===== config.mk =====
export PLATFORM = sky130hd
export DESIGN_NAME = ccff_shadow_mem
export DESIGN_NICKNAME = d
export VERILOG_FILES = /design/src/rtl/ccff_pkg.sv /design/src/rtl/ccff_beat_counter.sv /design/src/rtl/ccff_shadow_mem.sv
export SDC_FILE = /design/constraint.sdc
export NUM_CORES = 1
export LEC_CHECK = 0
export CORE_MARGIN = 4
export CORE_UTILIZATION = 46
export CTS_BUF_LIST = sky130_fd_sc_hd__clkbuf_4 sky130_fd_sc_hd__clkbuf_8
export DETAILED_ROUTE_END_ITERATION = 10
export MAX_ROUTING_LAYER = met4
export PLACE_DENSITY = 0.74
export SETUP_SLACK_MARGIN = 0.1
export SYNTH_ARGS = -nofsm -noshare
export SYNTH_HDL_FRONTEND = slang
export SYNTH_SLANG_ARGS = --single-unit

===== constraint.sdc =====
create_clock -name prog_clk -period 1.5 [get_ports prog_clk]
set_input_delay 0.225 -clock prog_clk [delete_from_list [all_inputs] [get_ports prog_clk]]
set_output_delay 0.225 -clock prog_clk [all_outputs]
set_load 0.005 [all_outputs]

===== src/rtl/ccff_pkg.sv =====
// Shared sizing helpers for the shadowed configuration chain.
// Beat count, counter width and parameter sanity check.
package ccff_pkg;

   // Number of beats needed to fill a chain of depth bits.
   function automatic int ccff_beats(input int depth, input int width);
      return (width < 1) ? 0 : depth / width;
   endfunction

   // Counter width able to hold 0..beats inclusive.
   function automatic int ccff_cnt_w(input int beats);
      return (beats < 1) ? 1 : $clog2(beats + 1);
   endfunction

   // Depth must be a whole number of beats of at least one lane.
   function automatic bit ccff_cfg_ok(input int depth, input int width);
      return (width >= 1) && (depth >= width) && ((depth % width) == 0);
   endfunction

endpackage


===== src/rtl/ccff_beat_counter.sv =====
// Saturating beat counter with clear.
// loaded is high once the chain holds a full set of beats.
module ccff_beat_counter
   import ccff_pkg::*;
#(
   parameter int BEATS = 17,
   parameter int CW    = ccff_cnt_w(BEATS)
) (
   input  logic          clk,
   input  logic          rst,
   input  logic          inc,
   input  logic          clr,
   output logic [CW-1:0] count,
   output logic          loaded
);

   localparam logic [CW-1:0] FULL = CW'(BEATS);

   // Count shifted beats; saturate at full, clear on accepted commit.
   always_ff @(posedge clk) begin
      if (rst) begin
         count <= '0;
      end else if (clr) begin
         count <= '0;
      end else if (inc && (count != FULL)) begin
         count <= count + CW'(1);
      end
   end

   assign loaded = (count == FULL);

endmodule


===== src/rtl/ccff_shadow_mem.sv =====
// Configuration chain with a shift stage and a committed shadow register.
// The fabric only ever sees fully loaded, atomically committed settings.
module ccff_shadow_mem
   import ccff_pkg::*;
#(
   parameter int   DEPTH     = 17,
   parameter int   WIDTH     = 1,
   parameter logic RESET_VAL = 1'b0
) (
   input  logic             prog_clk,
   input  logic             prog_reset,
   input  logic [WIDTH-1:0] ccff_head,
   input  logic             ccff_shift_en,
   output logic [WIDTH-1:0] ccff_tail,
   input  logic             commit,
   output logic [DEPTH-1:0] mem_out,
   output logic [DEPTH-1:0] mem_outb,
   output logic             loaded,
   output logic             commit_err
);

   localparam int BEATS = ccff_beats(DEPTH, WIDTH);
   localparam int CW    = ccff_cnt_w(BEATS);

   if (!ccff_cfg_ok(DEPTH, WIDTH)) begin : g_bad_cfg
      $error("ccff_shadow_mem: DEPTH must be a multiple of WIDTH >= 1");
   end

   logic [DEPTH-1:0] sh;
   logic [DEPTH-1:0] act;
   logic [CW-1:0]    count;
   logic             commit_ok;

   // A commit lands only on a full chain that is not moving this cycle.
   assign commit_ok = commit & loaded & ~ccff_shift_en;

   // Shift stage: new beat enters the low lanes, older beats move up.
   always_ff @(posedge prog_clk) begin
      if (prog_reset) begin
         sh <= '0;
      end else if (ccff_shift_en) begin
         sh <= (sh << WIDTH) | DEPTH'(ccff_head);
      end
   end

   // Active register: changes only on reset or an accepted commit.
   always_ff @(posedge prog_clk) begin
      if (prog_reset) begin
         act <= {DEPTH{RESET_VAL}};
      end else if (commit_ok) begin
         act <= sh;
      end
   end

   // Flag a rejected commit for exactly one cycle.
   always_ff @(posedge prog_clk) begin
      if (prog_reset) begin
         commit_err <= 1'b0;
      end else begin
         commit_err <= commit & ~commit_ok;
      end
   end

   ccff_beat_counter #(
      .BEATS (BEATS),
      .CW    (CW)
   ) u_cnt (
      .clk    (prog_clk),
      .rst    (prog_reset),
      .inc    (ccff_shift_en),
      .clr    (commit_ok),
      .count  (count),
      .loaded (loaded)
   );

   assign ccff_tail = sh[DEPTH-1 -: WIDTH];
   assign mem_out   = act;
   assign mem_outb  = ~act;

endmodule


# --- Yosys cells after proc, flatten, opt, wreduce, memory -nomap -nowiden ---
# Index checks and enable logic that the tools add are counted.
# Widths: inputs -> output; s select.
classes:
  add_sub_neg: 1
  multipliers: 0
  div: 0
  order_cmp: 0
  n_eq_ne: 2
  n_shift: 0
  muxes: 0
  bitwise_logic: 7
  reduce_logical: 2
ops:
  columns: ["cell", "n"]
  rows:
  - ["$not 17->17", 1]
  - ["$or 17x1->17", 1]
  - ["$add 5x1->5 const B", 1]
  - ["$eq 5x5->1 const B", 1]
  - ["$ne 5x5->1 const B", 1]
  - ["$and 1x1->1", 3]
  - ["$not 1->1", 2]
  - ["$reduce_or 2->1", 1]
  - ["$logic_and 1x1->1", 1]
totals:
  reg_bits: 40
  latch_bits: 0
  ramBits: 0
  romBits: 0
  inputBits: 5
  output_inout_bits: 37
  wordCells: 16
  mem_count: 0

# --- Longest topological paths before layout ---
# Gate-level depths: netlist (run 1).
depth:
  ltp_word: 5
  depth_mapped: 7
  ltp_nobuf: 5

# --- By module ---
# Synthesis (run 1) repeated with hierarchy kept, for this count alone.
unflattened:
  cells_unflattened: 178
  area_unflattened_um2: 1714.1
modules_own_cells:
  columns: ["module", "n_inst", "cells_per_inst", "area_each_um2", "seq_area_each_um2"]
  rows:
  - ["ccff_shadow_mem", 1, 149, 1462.7, 700.7]
  - ["ccff_beat_counter", 1, 29, 251.5, 100.1]

# --- Worst setup path before layout (run 1) ---
# No wires, ideal clock.
synth_timing:
  path_kind: "reg2reg"
  from: "register u_cnt.count[0]"
  to: "register act[0] (netlist: mem_out[0])"
  setup_ns: 0.072
  arrival_ns: 1.438
  required_time_ns: 1.428
  path_slack_ns: -0.009
  stages_incl_launch_ff: 7
  path_buffers: 2
  synth_period_minus_slack_ns: 1.509
  path_cell_list: "dfxtp_1 -> ha_1 -> nand4bb_1 -> buf_2 -> nor3b_4 -> buf_6 -> mux2i_1"
synth_between:
  elab_chain_cells: 3
synth_lines:
  columns: ["element", "line_no", "rtl"]
  rows:
  - ["start: declaration", "ccff_beat_counter.sv:13", "output logic [CW-1:0] count,"]
  - ["start signal: assignment", "ccff_beat_counter.sv:26", "count <= count + CW'(1);"]
  - ["$eq 5x5->1", "ccff_beat_counter.sv:30", "assign loaded = (count == FULL);"]
  - ["$and 1x1->1 (2 in series)", "ccff_shadow_mem.sv:35", "assign commit_ok = commit & loaded & ~ccff_shift_en;"]
  - ["end signal: assignment", "ccff_shadow_mem.sv:49", "act <= {DEPTH{RESET_VAL}};"]
  - ["end signal: assignment", "ccff_shadow_mem.sv:51", "act <= sh;"]
  - ["end: declaration", "ccff_shadow_mem.sv:30", "logic [DEPTH-1:0] act;"]
# Every way passes these cells.
# A chain may end at the register's enable or synchronous reset.

# --- Worst setup path in the final report (run 1) ---
layout_timing:
  from: "register u_cnt.count[1]"
  to: "register act[14] (netlist: mem_out[14])"
# Same word-level chain as after synthesis.

==> results of run 1 <==
[worst max-delay path, cell delays in order, from the launching register on]
cell,delay [ns]
sky130_fd_sc_hd__dfxtp_2,0.32
sky130_fd_sc_hd__inv_2,0.06
sky130_fd_sc_hd__ha_4,0.11
sky130_fd_sc_hd__nand4bb_1,0.13
sky130_fd_sc_hd__buf_6,0.15
sky130_fd_sc_hd__buf_6,0.11
sky130_fd_sc_hd__nor3b_4,0.21
sky130_fd_sc_hd__buf_6,0.17
sky130_fd_sc_hd__clkbuf_16,0.18
sky130_fd_sc_hd__mux2i_1,0.17
[cells in the mapped netlist]
cell type,count
sky130_fd_sc_hd__dfxtp_1,40
sky130_fd_sc_hd__mux2i_1,35
sky130_fd_sc_hd__nand2b_1,34
sky130_fd_sc_hd__inv_1,19
sky130_fd_sc_hd__nor2_1,18
sky130_fd_sc_hd__clkbuf_1,6
sky130_fd_sc_hd__buf_2,4
sky130_fd_sc_hd__nand2_1,3
sky130_fd_sc_hd__buf_6,2
sky130_fd_sc_hd__ha_1,2
sky130_fd_sc_hd__nand4_1,2
sky130_fd_sc_hd__nor3_1,2
sky130_fd_sc_hd__nor4_1,2
sky130_fd_sc_hd__xor2_1,2
sky130_fd_sc_hd__a211oi_1,1
sky130_fd_sc_hd__a21oi_1,1
sky130_fd_sc_hd__and3_1,1
sky130_fd_sc_hd__nand4bb_1,1
sky130_fd_sc_hd__nor3b_1,1
sky130_fd_sc_hd__nor3b_4,1
sky130_fd_sc_hd__or3b_1,1
[registers in the layout, summed over array words and instances, names as in the netlist]
name / flops
mem_out: 17
u_cnt.count: 5
sh: 17
commit_err: 1
[power by group through the flow]
stage / registers (mW) / clock network, mW / logic (mW)
after floorplan: 1.10 / 0 / 0.0706
after global placement: 1.10 / 0 / 0.107
after detailed placement: 1.10 / 0 / 0.113
after CTS: 1.08 / 0.785 / 0.117
after global routing: 1.08 / 0.821 / 0.150
final: 1.08 / 0.756 / 0.138
[metal layers]
metal,wire length (um),vias up,global-route usage (%)
met1,1630,640,16.1
met4,76,0,7.81
met2,1800,28,27.2
met5,0,-,-
met3,138,8,4.06
li1,-,669,-
[cells by family (layout without fill, tap and decap cells)]
| logic type | Yosys count | count (layout) | synth area share [%] |
|---|---|---|---|
| and+or+nand+nor | 66 | 66 | 22.0 |
| DFF | 40 | 40 | 46.5 |
| muxes | 35 | 35 | 20.3 |
| buffers and inverters | 31 | 85 | 7.92 |
| adders and majority gates | 2 | 2 | 1.45 |
| AOI/OAI and AO/OA | 2 | 2 | 0.727 |
| xor gates and xnor gates | 2 | 2 | 1.02 |
[area by class of cell]
| type | instances | area, um2 |
|---|---|---|
| fillers | 266 | 921 |
| multi-input cells | 107 | 858 |
| flip-flops and latches | 40 | 823 |
| repair buffers | 58 | 639 |
| clock buffers | 8 | 97.6 |
| inverters | 19 | 71.3 |
| well taps | 46 | 57.6 |
[what timing repair did]
action / 4_1_cts / 5_1_grt
pin swaps: 1 / 4
gates resized for setup: 21 / 41
endpoints found under the setup margin: 36 / 53
setup buffers: 2 / 4
cloned: 0 / 1
[per-stage QoR]
| stage | setup slack [ns] | cells |
|---|---|---|
| floorplan | 0.0588 | 178 |
| detailed placement | -0.0832 | 263 |
| global placement | 0.0242 | 263 |
| finish | -0.180 | 278 |
| CTS | -0.113 | 273 |
| global route | -0.255 | 278 |
[worst min-delay path by stage]
stage / startpoint / end / slack, ns
final: mem_out[0] / mem_out[0] / 0.48
after CTS: mem_out[8] / mem_out[8] / 0.49
after global routing: mem_out[12] / mem_out[12] / 0.51
after global placement: mem_out[9] / mem_out[9] / 0.47
after detailed placement: mem_out[0] / mem_out[0] / 0.48
after floorplan: ccff_head / sh[0] / 0.37
==> impl_metrics.xml, run 1 <==
<?xml version="1.0" encoding="UTF-8"?>
<metrics>
  <group name="setup_path">
    <metric name="arrival" unit="ns">1.90</metric>
    <metric name="critical_path.startpoint" unit="">u_cnt.count[1]</metric>
    <metric name="worstSetupEndpointType" unit="">flip-flop</metric>
    <metric name="worst_r2r_startpoint" unit="">u_cnt.count[1]</metric>
    <metric name="worst-r2r-cell-count" unit="">9</metric>
    <metric name="worst_ep_required_time" unit="ns">1.72</metric>
    <metric name="crit_path_end" unit="">mem_out[14]</metric>
    <metric name="cp-start-kind" unit="">flip-flop</metric>
    <metric name="ff2ff_setup_slack" unit="ns">-0.18</metric>
    <metric name="timing_worst_setup_path_type" unit="">flip-flop to flip-flop</metric>
    <metric name="critical_path.max_fanout" unit="">8</metric>
    <metric name="reg2reg_to" unit="">mem_out[14]</metric>
  </group>
  <group name="yosys">
    <metric name="post_synth_instance_area" unit="um2">1720</metric>
    <metric name="netlist.top_cell.by_area" unit="">sky130_fd_sc_hd__dfxtp_1</metric>
    <metric name="post_synth_inst_count" unit="">178</metric>
    <metric name="synth.yosys.seq_area_share" unit="%">46.5</metric>
    <metric name="fraction_of_post_synthesis_cell_area_in_the_top_cell_type_by_area" unit="%">46.5</metric>
    <metric name="post_synth.cell_area_avg" unit="um2">9.67</metric>
    <metric name="synth.lib_cells_used.distinct" unit="">21</metric>
    <metric name="synthesis.nets" unit="">185</metric>
    <metric name="synth-seq-cells" unit="">40</metric>
    <metric name="synth.top_cells.by_area" unit="">sky130_fd_sc_hd__dfxtp_1 47%, sky130_fd_sc_hd__mux2i_1 20%, sky130_fd_sc_hd__nand2b_1 12%, sky130_fd_sc_hd__inv_1 4.1%, sky130_fd_sc_hd__nor2_1 3.9%</metric>
    <metric name="synthesis.yosys.warnings" unit="">0</metric>
  </group>
  <group name="power">
    <metric name="powerDensity" unit="nW/um2">775</metric>
    <metric name="switching_share" unit="%">21.1</metric>
    <metric name="sequentialPowerShare" unit="%">54.7</metric>
    <metric name="total_power" unit="mW">1.97</metric>
    <metric name="power.internal" unit="mW">1.56</metric>
    <metric name="leakagePower" unit="nW">0.997</metric>
    <metric name="sw_power" unit="uW">417</metric>
    <metric name="irDropWorstVdd" unit="uV">571</metric>
    <metric name="comb_power_share" unit="%">7.0</metric>
    <metric name="p_clk_share" unit="%">38.3</metric>
  </group>
  <group name="floorplan">
    <metric name="die_width" unit="um">69.2</metric>
    <metric name="core_area" unit="um2">3470</metric>
    <metric name="num_io_pins" unit="">42</metric>
    <metric name="fp.dieH" unit="um">69.2</metric>
    <metric name="initial_core_util" unit="%">49.6</metric>
    <metric name="rows" unit="">21</metric>
    <metric name="die_area" unit="um2">4790</metric>
  </group>
  <group name="clock_network">
    <metric name="clkSlewWorstSetupHoldPaths" unit="ns">0.07</metric>
    <metric name="cts_root_buf" unit="">sky130_fd_sc_hd__clkbuf_8</metric>
    <metric name="insertion_delay_to_the_later_sink_of_the_worst_skew_pair" unit="ns">0.29</metric>
    <metric name="cts-buffers-inserted" unit="">5</metric>
    <metric name="cts_max_level" unit="">2</metric>
    <metric name="cts.path.max_buffers" unit="">2</metric>
    <metric name="cts_tree" unit="">done</metric>
    <metric name="postCtsHoldBufs" unit="">0</metric>
    <metric name="cts_sink_cnt" unit="">40</metric>
  </group>
  <group name="sta">
    <metric name="finalHoldViolCount" unit="">0</metric>
    <metric name="final.setup_skew" unit="ns">0.00372</metric>
    <metric name="finalWorstSetupSlack" unit="ns">-0.180</metric>
    <metric name="finalWorstPathRequiredPeriod" unit="ns">1.68</metric>
    <metric name="report.final.slew_viol_count" unit="">0</metric>
    <metric name="worst-slew-pin-transition" unit="ns">0.283</metric>
    <metric name="hold_ws" unit="ns">0.480</metric>
    <metric name="setup_violations" unit="">24</metric>
    <metric name="totalNegativeSetupSlack" unit="ns">-3.21</metric>
    <metric name="achievable-frequency" unit="MHz">595</metric>
    <metric name="rsz_0062_raised_after_global_routing" unit="">true</metric>
    <metric name="max_slew_margin" unit="%">80.6</metric>
    <metric name="fin_crit_sh" unit="%">112</metric>
  </group>
  <group name="grt">
    <metric name="grt_start_max_net_pins" unit="">58</metric>
    <metric name="antenna_found_initial" unit="">0</metric>
    <metric name="gr-total-overflow" unit="">0</metric>
    <metric name="grt_util_all_layers" unit="%">15.6</metric>
    <metric name="grt_first_pass_wirelength" unit="um">5910</metric>
    <metric name="via_count_of_the_first_global_routing_pass" unit="">1287</metric>
  </group>
  <group name="detailed_routing">
    <metric name="drt_iter0_markers" unit="">65</metric>
    <metric name="totalWireLength" unit="um">3640</metric>
    <metric name="postRouteAntennaNets" unit="">0</metric>
    <metric name="dr_total_vias" unit="">1345</metric>
    <metric name="drt-pass1-iter-count" unit="">4</metric>
    <metric name="residual_drc_count" unit="">0</metric>
    <metric name="via_per_inst" unit="">4.84</metric>
    <metric name="wl_per_cell" unit="um">13.1</metric>
  </group>
  <group name="place">
    <metric name="dpl.hpwl" unit="um">2270</metric>
    <metric name="numPortBuffers" unit="">41</metric>
    <metric name="routabilityCongestion" unit="">0.699</metric>
    <metric name="postPlaceCellArea" unit="um2">2230</metric>
  </group>
  <group name="cells_and_area">
    <metric name="net_count_final" unit="">238</metric>
    <metric name="utilization" unit="%">73.4</metric>
    <metric name="most-common-layout-cells" unit="">35 x sky130_fd_sc_hd__mux2i_1, 34 x sky130_fd_sc_hd__nand2b_1, 22 x sky130_fd_sc_hd__dfxtp_1, 20 x sky130_fd_sc_hd__clkdlybuf4s50_1</metric>
    <metric name="flow.area_growth_from_synthesis" unit="%">48.0</metric>
    <metric name="drive_gt1_share" unit="%">23.7</metric>
    <metric name="diodes" unit="">0</metric>
    <metric name="finish.instance_area" unit="um2">2550</metric>
    <metric name="mostFrequentLayoutCell" unit="">sky130_fd_sc_hd__mux2i_1</metric>
  </group>
  <group name="run_status">
    <metric name="failing_checks" unit="">negative setup slack</metric>
    <metric name="status" unit="">complete, but fails checks</metric>
  </group>
  <group name="flow_run">
    <metric name="max_cap_viol_count" unit="">0</metric>
  </group>
  <group name="min_path">
    <metric name="min_path_type" unit="">flip-flop to flip-flop</metric>
    <metric name="timing.hold.worst_path_depth" unit="">2</metric>
  </group>
</metrics>
(Power assumes the default switching activity.)
==> run 2: changes to the inputs <==
--- a/config.mk
+++ b/config.mk
@@ -6,11 +6,12 @@
 export NUM_CORES = 1
 export LEC_CHECK = 0
 export CORE_MARGIN = 4
-export CORE_UTILIZATION = 46
+export CORE_UTILIZATION = 55
 export CTS_BUF_LIST = sky130_fd_sc_hd__clkbuf_4 sky130_fd_sc_hd__clkbuf_8
 export DETAILED_ROUTE_END_ITERATION = 10
+export DONT_BUFFER_PORTS = 1
 export MAX_ROUTING_LAYER = met4
-export PLACE_DENSITY = 0.74
+export PLACE_DENSITY = 0.69
 export SETUP_SLACK_MARGIN = 0.1
 export SYNTH_ARGS = -nofsm -noshare
 export SYNTH_HDL_FRONTEND = slang
==> impl_metrics.xml, run 2 (same netlist as run 1, synthesis figures left out) <==
<?xml version="1.0" encoding="UTF-8"?>
<metrics>
  <group name="run_status">
    <metric name="status" unit="">finished clean</metric>
  </group>
  <group name="setup_path">
    <metric name="cp-start-kind" unit="">flip-flop</metric>
    <metric name="arrival" unit="ns">1.76</metric>
    <metric name="worstSetupEndpointType" unit="">flip-flop</metric>
    <metric name="worst_ep_required_time" unit="ns">1.78</metric>
    <metric name="critical_path.max_fanout" unit="">6</metric>
    <metric name="timing_worst_setup_path_type" unit="">flip-flop to flip-flop</metric>
  </group>
  <group name="sta">
    <metric name="finalWorstPathRequiredPeriod" unit="ns">1.47</metric>
    <metric name="achievable-frequency" unit="MHz">679</metric>
    <metric name="final.setup_skew" unit="ns">0.0110</metric>
    <metric name="worst-slew-pin-transition" unit="ns">1.01</metric>
    <metric name="fin_crit_sh" unit="%">98.2</metric>
    <metric name="max_slew_margin" unit="%">32.7</metric>
    <metric name="report.final.slew_viol_count" unit="">0</metric>
    <metric name="finalHoldViolCount" unit="">0</metric>
    <metric name="setup_violations" unit="">0</metric>
    <metric name="finalWorstSetupSlack" unit="ns">0.0277</metric>
    <metric name="rsz_0062_raised_after_global_routing" unit="">true</metric>
  </group>
  <group name="clock_network">
    <metric name="cts_tree" unit="">done</metric>
    <metric name="cts_sink_cnt" unit="">40</metric>
    <metric name="insertion_delay_to_the_later_sink_of_the_worst_skew_pair" unit="ns">0.34</metric>
    <metric name="cts-buffers-inserted" unit="">5</metric>
    <metric name="cts.path.max_buffers" unit="">2</metric>
    <metric name="cts_max_level" unit="">2</metric>
    <metric name="cts_root_buf" unit="">sky130_fd_sc_hd__clkbuf_4</metric>
    <metric name="clkSlewWorstSetupHoldPaths" unit="ns">0.12</metric>
  </group>
  <group name="detailed_routing">
    <metric name="residual_drc_count" unit="">0</metric>
    <metric name="totalWireLength" unit="um">2970</metric>
    <metric name="drt_iter0_markers" unit="">79</metric>
    <metric name="drt-pass1-iter-count" unit="">4</metric>
    <metric name="wl_per_cell" unit="um">13.1</metric>
    <metric name="postRouteAntennaNets" unit="">0</metric>
    <metric name="dr_total_vias" unit="">1143</metric>
    <metric name="via_per_inst" unit="">5.04</metric>
  </group>
  <group name="grt">
    <metric name="antenna_found_initial" unit="">0</metric>
    <metric name="grt_first_pass_wirelength" unit="um">5110</metric>
    <metric name="grt_start_max_net_pins" unit="">36</metric>
    <metric name="gr-total-overflow" unit="">0</metric>
    <metric name="via_count_of_the_first_global_routing_pass" unit="">1142</metric>
    <metric name="grt_util_all_layers" unit="%">16.6</metric>
  </group>
  <group name="power">
    <metric name="powerDensity" unit="nW/um2">847</metric>
    <metric name="leakagePower" unit="nW">0.701</metric>
    <metric name="irDropWorstVdd" unit="uV">507</metric>
    <metric name="total_power" unit="mW">1.67</metric>
  </group>
  <group name="floorplan">
    <metric name="fp.dieH" unit="um">64.0</metric>
    <metric name="rows" unit="">20</metric>
    <metric name="core_area" unit="um2">3030</metric>
    <metric name="die_width" unit="um">64.0</metric>
    <metric name="num_io_pins" unit="">42</metric>
    <metric name="initial_core_util" unit="%">56.9</metric>
    <metric name="die_area" unit="um2">4090</metric>
  </group>
  <group name="place">
    <metric name="routabilityCongestion" unit="">0.755</metric>
    <metric name="numPortBuffers" unit="">0</metric>
    <metric name="pre_cts_slack" unit="ns">0.0198</metric>
    <metric name="dpl.hpwl" unit="um">1760</metric>
    <metric name="postPlaceCellArea" unit="um2">1760</metric>
    <metric name="placed_cells_incl_taps" unit="">214</metric>
  </group>
  <group name="cells_and_area">
    <metric name="net_count_final" unit="">190</metric>
    <metric name="final-instance-count-excl-fill" unit="">227</metric>
    <metric name="flow.area_growth_from_synthesis" unit="%">14.5</metric>
    <metric name="mostFrequentLayoutCell" unit="">sky130_fd_sc_hd__dfxtp_1</metric>
    <metric name="diodes" unit="">0</metric>
    <metric name="drive_gt1_share" unit="%">15.3</metric>
    <metric name="most-common-layout-cells" unit="">38 x sky130_fd_sc_hd__dfxtp_1, 35 x sky130_fd_sc_hd__mux2i_1, 34 x sky130_fd_sc_hd__nand2b_1, 18 x sky130_fd_sc_hd__nor2_1, 17 x sky130_fd_sc_hd__inv_1</metric>
    <metric name="finish.instance_area" unit="um2">1970</metric>
  </group>
  <group name="flow_run">
    <metric name="max_cap_viol_count" unit="">0</metric>
  </group>
  <group name="min_path">
    <metric name="min_path_type" unit="">primary input to flip-flop</metric>
  </group>
</metrics>
[run 2: per-layer routing]
layer  vias up  wire, um  track usage (%)
li1        580         -                -
met1       534      1320             18.2
met2        21      1470             27.2
met3         8       117             5.98
met4         0        63             7.01
met5         -         0                -
[run 2: timing repair]
action,in CTS,in global routing
endpoints found under the setup margin,18,24
resized for setup,8,9
buffers inserted,2,1
pin swaps,1,5
cloned,2,0
hold buffers,1,0
endpoints found under the hold margin,23,0
[run 2: worst paths after layout]
path                                startpoint          end  slack, ns  depth (start not counted)
worst max-delay path            u_cnt.count[1]  mem_out[15]       0.03                          7
worst min register to register          sh[14]  mem_out[14]       0.48                          2
worst min-delay path                    commit   commit_err       0.04                          1
worst max register to register  u_cnt.count[1]  mem_out[15]       0.03                          7
[run 2: cell type report]
| class | instances | area, um2 |
|---|---|---|
| clock buffers | 5 | 37.5 |
| clock inverters | 2 | 12.5 |
| fillers | 242 | 1060 |
| inverters | 19 | 71.3 |
| multi-input cells | 107 | 855 |
| flip-flops and latches | 40 | 803 |
| well taps | 44 | 55.1 |
| repair buffers | 10 | 136 |
[run 2: critical path: stages, from the launching register on]
cell and delay, ns:
sky130_fd_sc_hd__dfxtp_2 0.34, sky130_fd_sc_hd__inv_2 0.06, sky130_fd_sc_hd__ha_4 0.13, sky130_fd_sc_hd__nand4bb_4 0.13
sky130_fd_sc_hd__nor3b_4 0.28, sky130_fd_sc_hd__buf_6 0.17, sky130_fd_sc_hd__buf_16 0.13, sky130_fd_sc_hd__mux2i_1 0.16
[run 2: stage by stage]
| stage | setup TNS, ns | util, % | hold slack (ns) |
|---|---|---|---|
| final | 0 | 65.1 | 0.0378 |
| after global routing | -0.262 | 65.1 | 0.0111 |
| after CTS | 0 | 63.4 | 0.0164 |
| after detailed placement | 0 | 58.0 | 0.303 |
| after global placement | 0 | 58.0 | 0.301 |
| after floorplan | 0 | - | 0.372 |
[run 2: power by group]
group	switching [mW]	leakage, nW	internal [mW]
sequential	0.00813	0.324	1.07
combinational	0.0302	0.351	0.0498
clock	0.336	0.0271	0.171
==> run 3: changes to the inputs <==
--- a/config.mk
+++ b/config.mk
@@ -5,6 +5,7 @@
 export SDC_FILE = /design/constraint.sdc
 export NUM_CORES = 1
 export LEC_CHECK = 0
+export CORE_ASPECT_RATIO = 0.75
 export CORE_MARGIN = 4
 export CORE_UTILIZATION = 55
 export CTS_BUF_LIST = sky130_fd_sc_hd__clkbuf_4 sky130_fd_sc_hd__clkbuf_8
==> impl_metrics.xml, run 3 (same netlist as run 1, synthesis figures left out) <==
<?xml version="1.0" encoding="UTF-8"?>
<metrics>
  <group name="run_status">
    <metric name="status" unit="">finished clean</metric>
  </group>
  <group name="sta">
    <metric name="worst-slew-pin-transition" unit="ns">0.840</metric>
    <metric name="rsz_0062_raised_after_global_routing" unit="">true</metric>
    <metric name="fin_crit_sh" unit="%">96.7</metric>
    <metric name="max_slew_margin" unit="%">43.8</metric>
    <metric name="totalNegativeSetupSlack" unit="ns">0</metric>
    <metric name="achievable-frequency" unit="MHz">689</metric>
    <metric name="setup_violations" unit="">0</metric>
    <metric name="final.setup_skew" unit="ns">0.00697</metric>
    <metric name="report.final.slew_viol_count" unit="">0</metric>
    <metric name="finalWorstPathRequiredPeriod" unit="ns">1.45</metric>
    <metric name="finalHoldViolCount" unit="">0</metric>
  </group>
  <group name="detailed_routing">
    <metric name="postRouteAntennaNets" unit="">0</metric>
    <metric name="totalWireLength" unit="um">3160</metric>
    <metric name="drt-pass1-iter-count" unit="">4</metric>
    <metric name="via_per_inst" unit="">5.25</metric>
    <metric name="dr_total_vias" unit="">1155</metric>
    <metric name="wl_per_cell" unit="um">14.4</metric>
    <metric name="residual_drc_count" unit="">0</metric>
    <metric name="drt_iter0_markers" unit="">69</metric>
  </group>
  <group name="floorplan">
    <metric name="num_io_pins" unit="">42</metric>
    <metric name="die_width" unit="um">72.6</metric>
    <metric name="fp.dieH" unit="um">56.5</metric>
    <metric name="rows" unit="">17</metric>
    <metric name="die_area" unit="um2">4100</metric>
    <metric name="core_area" unit="um2">2980</metric>
    <metric name="initial_core_util" unit="%">57.8</metric>
  </group>
  <group name="place">
    <metric name="numPortBuffers" unit="">0</metric>
    <metric name="dpl.hpwl" unit="um">1880</metric>
    <metric name="routabilityCongestion" unit="">0.650</metric>
    <metric name="postPlaceCellArea" unit="um2">1730</metric>
    <metric name="placed_cells_incl_taps" unit="">207</metric>
  </group>
  <group name="power">
    <metric name="irDropWorstVdd" unit="uV">637</metric>
    <metric name="power.internal" unit="mW">1.63</metric>
    <metric name="switching_share" unit="%">20.3</metric>
    <metric name="p_clk_share" unit="%">43.6</metric>
    <metric name="sw_power" unit="uW">415</metric>
    <metric name="comb_power_share" unit="%">3.6</metric>
    <metric name="sequentialPowerShare" unit="%">52.8</metric>
    <metric name="powerDensity" unit="nW/um2">1060</metric>
    <metric name="leakagePower" unit="nW">0.697</metric>
  </group>
  <group name="setup_path">
    <metric name="ff2ff_setup_slack" unit="ns">0.05</metric>
    <metric name="critical_path.max_fanout" unit="">4</metric>
    <metric name="worst_ep_required_time" unit="ns">1.73</metric>
    <metric name="arrival" unit="ns">1.68</metric>
    <metric name="timing_worst_setup_path_type" unit="">flip-flop to flip-flop</metric>
    <metric name="worst_r2r_startpoint" unit="">u_cnt.count[1]</metric>
    <metric name="reg2reg_to" unit="">mem_out[1]</metric>
    <metric name="worstSetupEndpointType" unit="">flip-flop</metric>
    <metric name="worst-r2r-cell-count" unit="">6</metric>
    <metric name="cp-start-kind" unit="">flip-flop</metric>
  </group>
  <group name="clock_network">
    <metric name="cts-buffers-inserted" unit="">5</metric>
    <metric name="insertion_delay_to_the_later_sink_of_the_worst_skew_pair" unit="ns">0.30</metric>
    <metric name="cts_tree" unit="">done</metric>
    <metric name="cts_root_buf" unit="">sky130_fd_sc_hd__clkbuf_8</metric>
    <metric name="cts.path.max_buffers" unit="">2</metric>
    <metric name="clkSlewWorstSetupHoldPaths" unit="ns">0.08</metric>
    <metric name="cts_max_level" unit="">2</metric>
    <metric name="cts_sink_cnt" unit="">40</metric>
  </group>
  <group name="cells_and_area">
    <metric name="drive_gt1_share" unit="%">12.1</metric>
    <metric name="mostFrequentLayoutCell" unit="">sky130_fd_sc_hd__dfxtp_1</metric>
    <metric name="net_count_final" unit="">188</metric>
    <metric name="diodes" unit="">0</metric>
    <metric name="finish.instance_area" unit="um2">1920</metric>
    <metric name="utilization" unit="%">64.6</metric>
    <metric name="flow.area_growth_from_synthesis" unit="%">11.7</metric>
    <metric name="final-instance-count-excl-fill" unit="">220</metric>
    <metric name="most-common-layout-cells" unit="">38 x sky130_fd_sc_hd__dfxtp_1, 35 x sky130_fd_sc_hd__mux2i_1, 34 x sky130_fd_sc_hd__nand2b_1, 18 x sky130_fd_sc_hd__nor2_1, 17 x sky130_fd_sc_hd__inv_1</metric>
  </group>
  <group name="grt">
    <metric name="antenna_found_initial" unit="">0</metric>
    <metric name="grt_start_max_net_pins" unit="">36</metric>
    <metric name="gr-total-overflow" unit="">0</metric>
    <metric name="via_count_of_the_first_global_routing_pass" unit="">1112</metric>
    <metric name="grt_util_all_layers" unit="%">16.8</metric>
    <metric name="grt_first_pass_wirelength" unit="um">5120</metric>
  </group>
  <group name="min_path">
    <metric name="timing.hold.worst_path_depth" unit="">2</metric>
    <metric name="hold_path_end" unit="">sh[13]</metric>
    <metric name="min_path_type" unit="">primary input to flip-flop</metric>
    <metric name="hold_start" unit="">ccff_shift_en</metric>
  </group>
  <group name="flow_run">
    <metric name="max_cap_viol_count" unit="">0</metric>
  </group>
</metrics>
[run 3: worst max path at each step]
stage / start / end / cells past startpoint
after floorplan: u_cnt.count[0] / mem_out[0] / 6
after global placement: u_cnt.count[0] / mem_out[15] / 5
after detailed placement: u_cnt.count[0] / mem_out[7] / 5
after CTS: u_cnt.count[1] / mem_out[0] / 6
after global routing: u_cnt.count[1] / mem_out[8] / 6
final: u_cnt.count[1] / mem_out[1] / 6
[run 3: cell type report]
cell class,instances,area (um2)
clock buffer,6,76.3
clock inverter,2,35.0
fill,238,1050
inverter,19,71.3
multi-input combinational,107,813
sequential,40,806
tap,38,47.5
timing repair buffer,8,73.8
[run 3: timing repair]
action,4_1_cts,5_1_grt
endpoints found under the hold margin,23,0
pin swaps,0,1
hold buffers,1,0
endpoints found under the setup margin,24,24
buffers inserted,2,0
resized for setup,8,6
gates cloned,0,2
[run 3: metal layers]
metal	part of all wire (%)	global-route usage, %	vias up	routed length [um]
met3	4.2	5.01	8	132
met5	0	-	-	0
met2	45	24.2	29	1430
met1	48	20.2	550	1510
met4	2.8	11.1	0	89
li1	-	-	568	-
[run 3: power by group through the flow]
stage / registers, mW / clock network (mW) / logic [mW]
after floorplan: 1.10 / 0 / 0.0706
after global placement: 1.11 / 0 / 0.0431
after detailed placement: 1.11 / 0 / 0.0459
after CTS: 1.08 / 0.916 / 0.0699
after global routing: 1.08 / 0.963 / 0.0783
final: 1.08 / 0.891 / 0.0727
[run 3: worst max-delay path, cell delays in order (launching register included)]
cell	delay (ns)
sky130_fd_sc_hd__dfxtp_2	0.33
sky130_fd_sc_hd__inv_2	0.06
sky130_fd_sc_hd__ha_4	0.13
sky130_fd_sc_hd__nand4bb_4	0.14
sky130_fd_sc_hd__nor3b_4	0.33
sky130_fd_sc_hd__buf_4	0.22
sky130_fd_sc_hd__mux2i_1	0.18
[run 3: metrics by stage]
step / hold slack (ns) / worst slack [ns] / power, mW
floorplan: 0.372 / 0.0588 / 1.17
global placement: 0.300 / 0.0992 / 1.15
detailed placement: 0.303 / 0.0129 / 1.15
CTS: 0.0734 / 0.0665 / 2.06
global route: 0.0772 / -0.0252 / 2.12
finish: 0.0880 / 0.0492 / 2.04
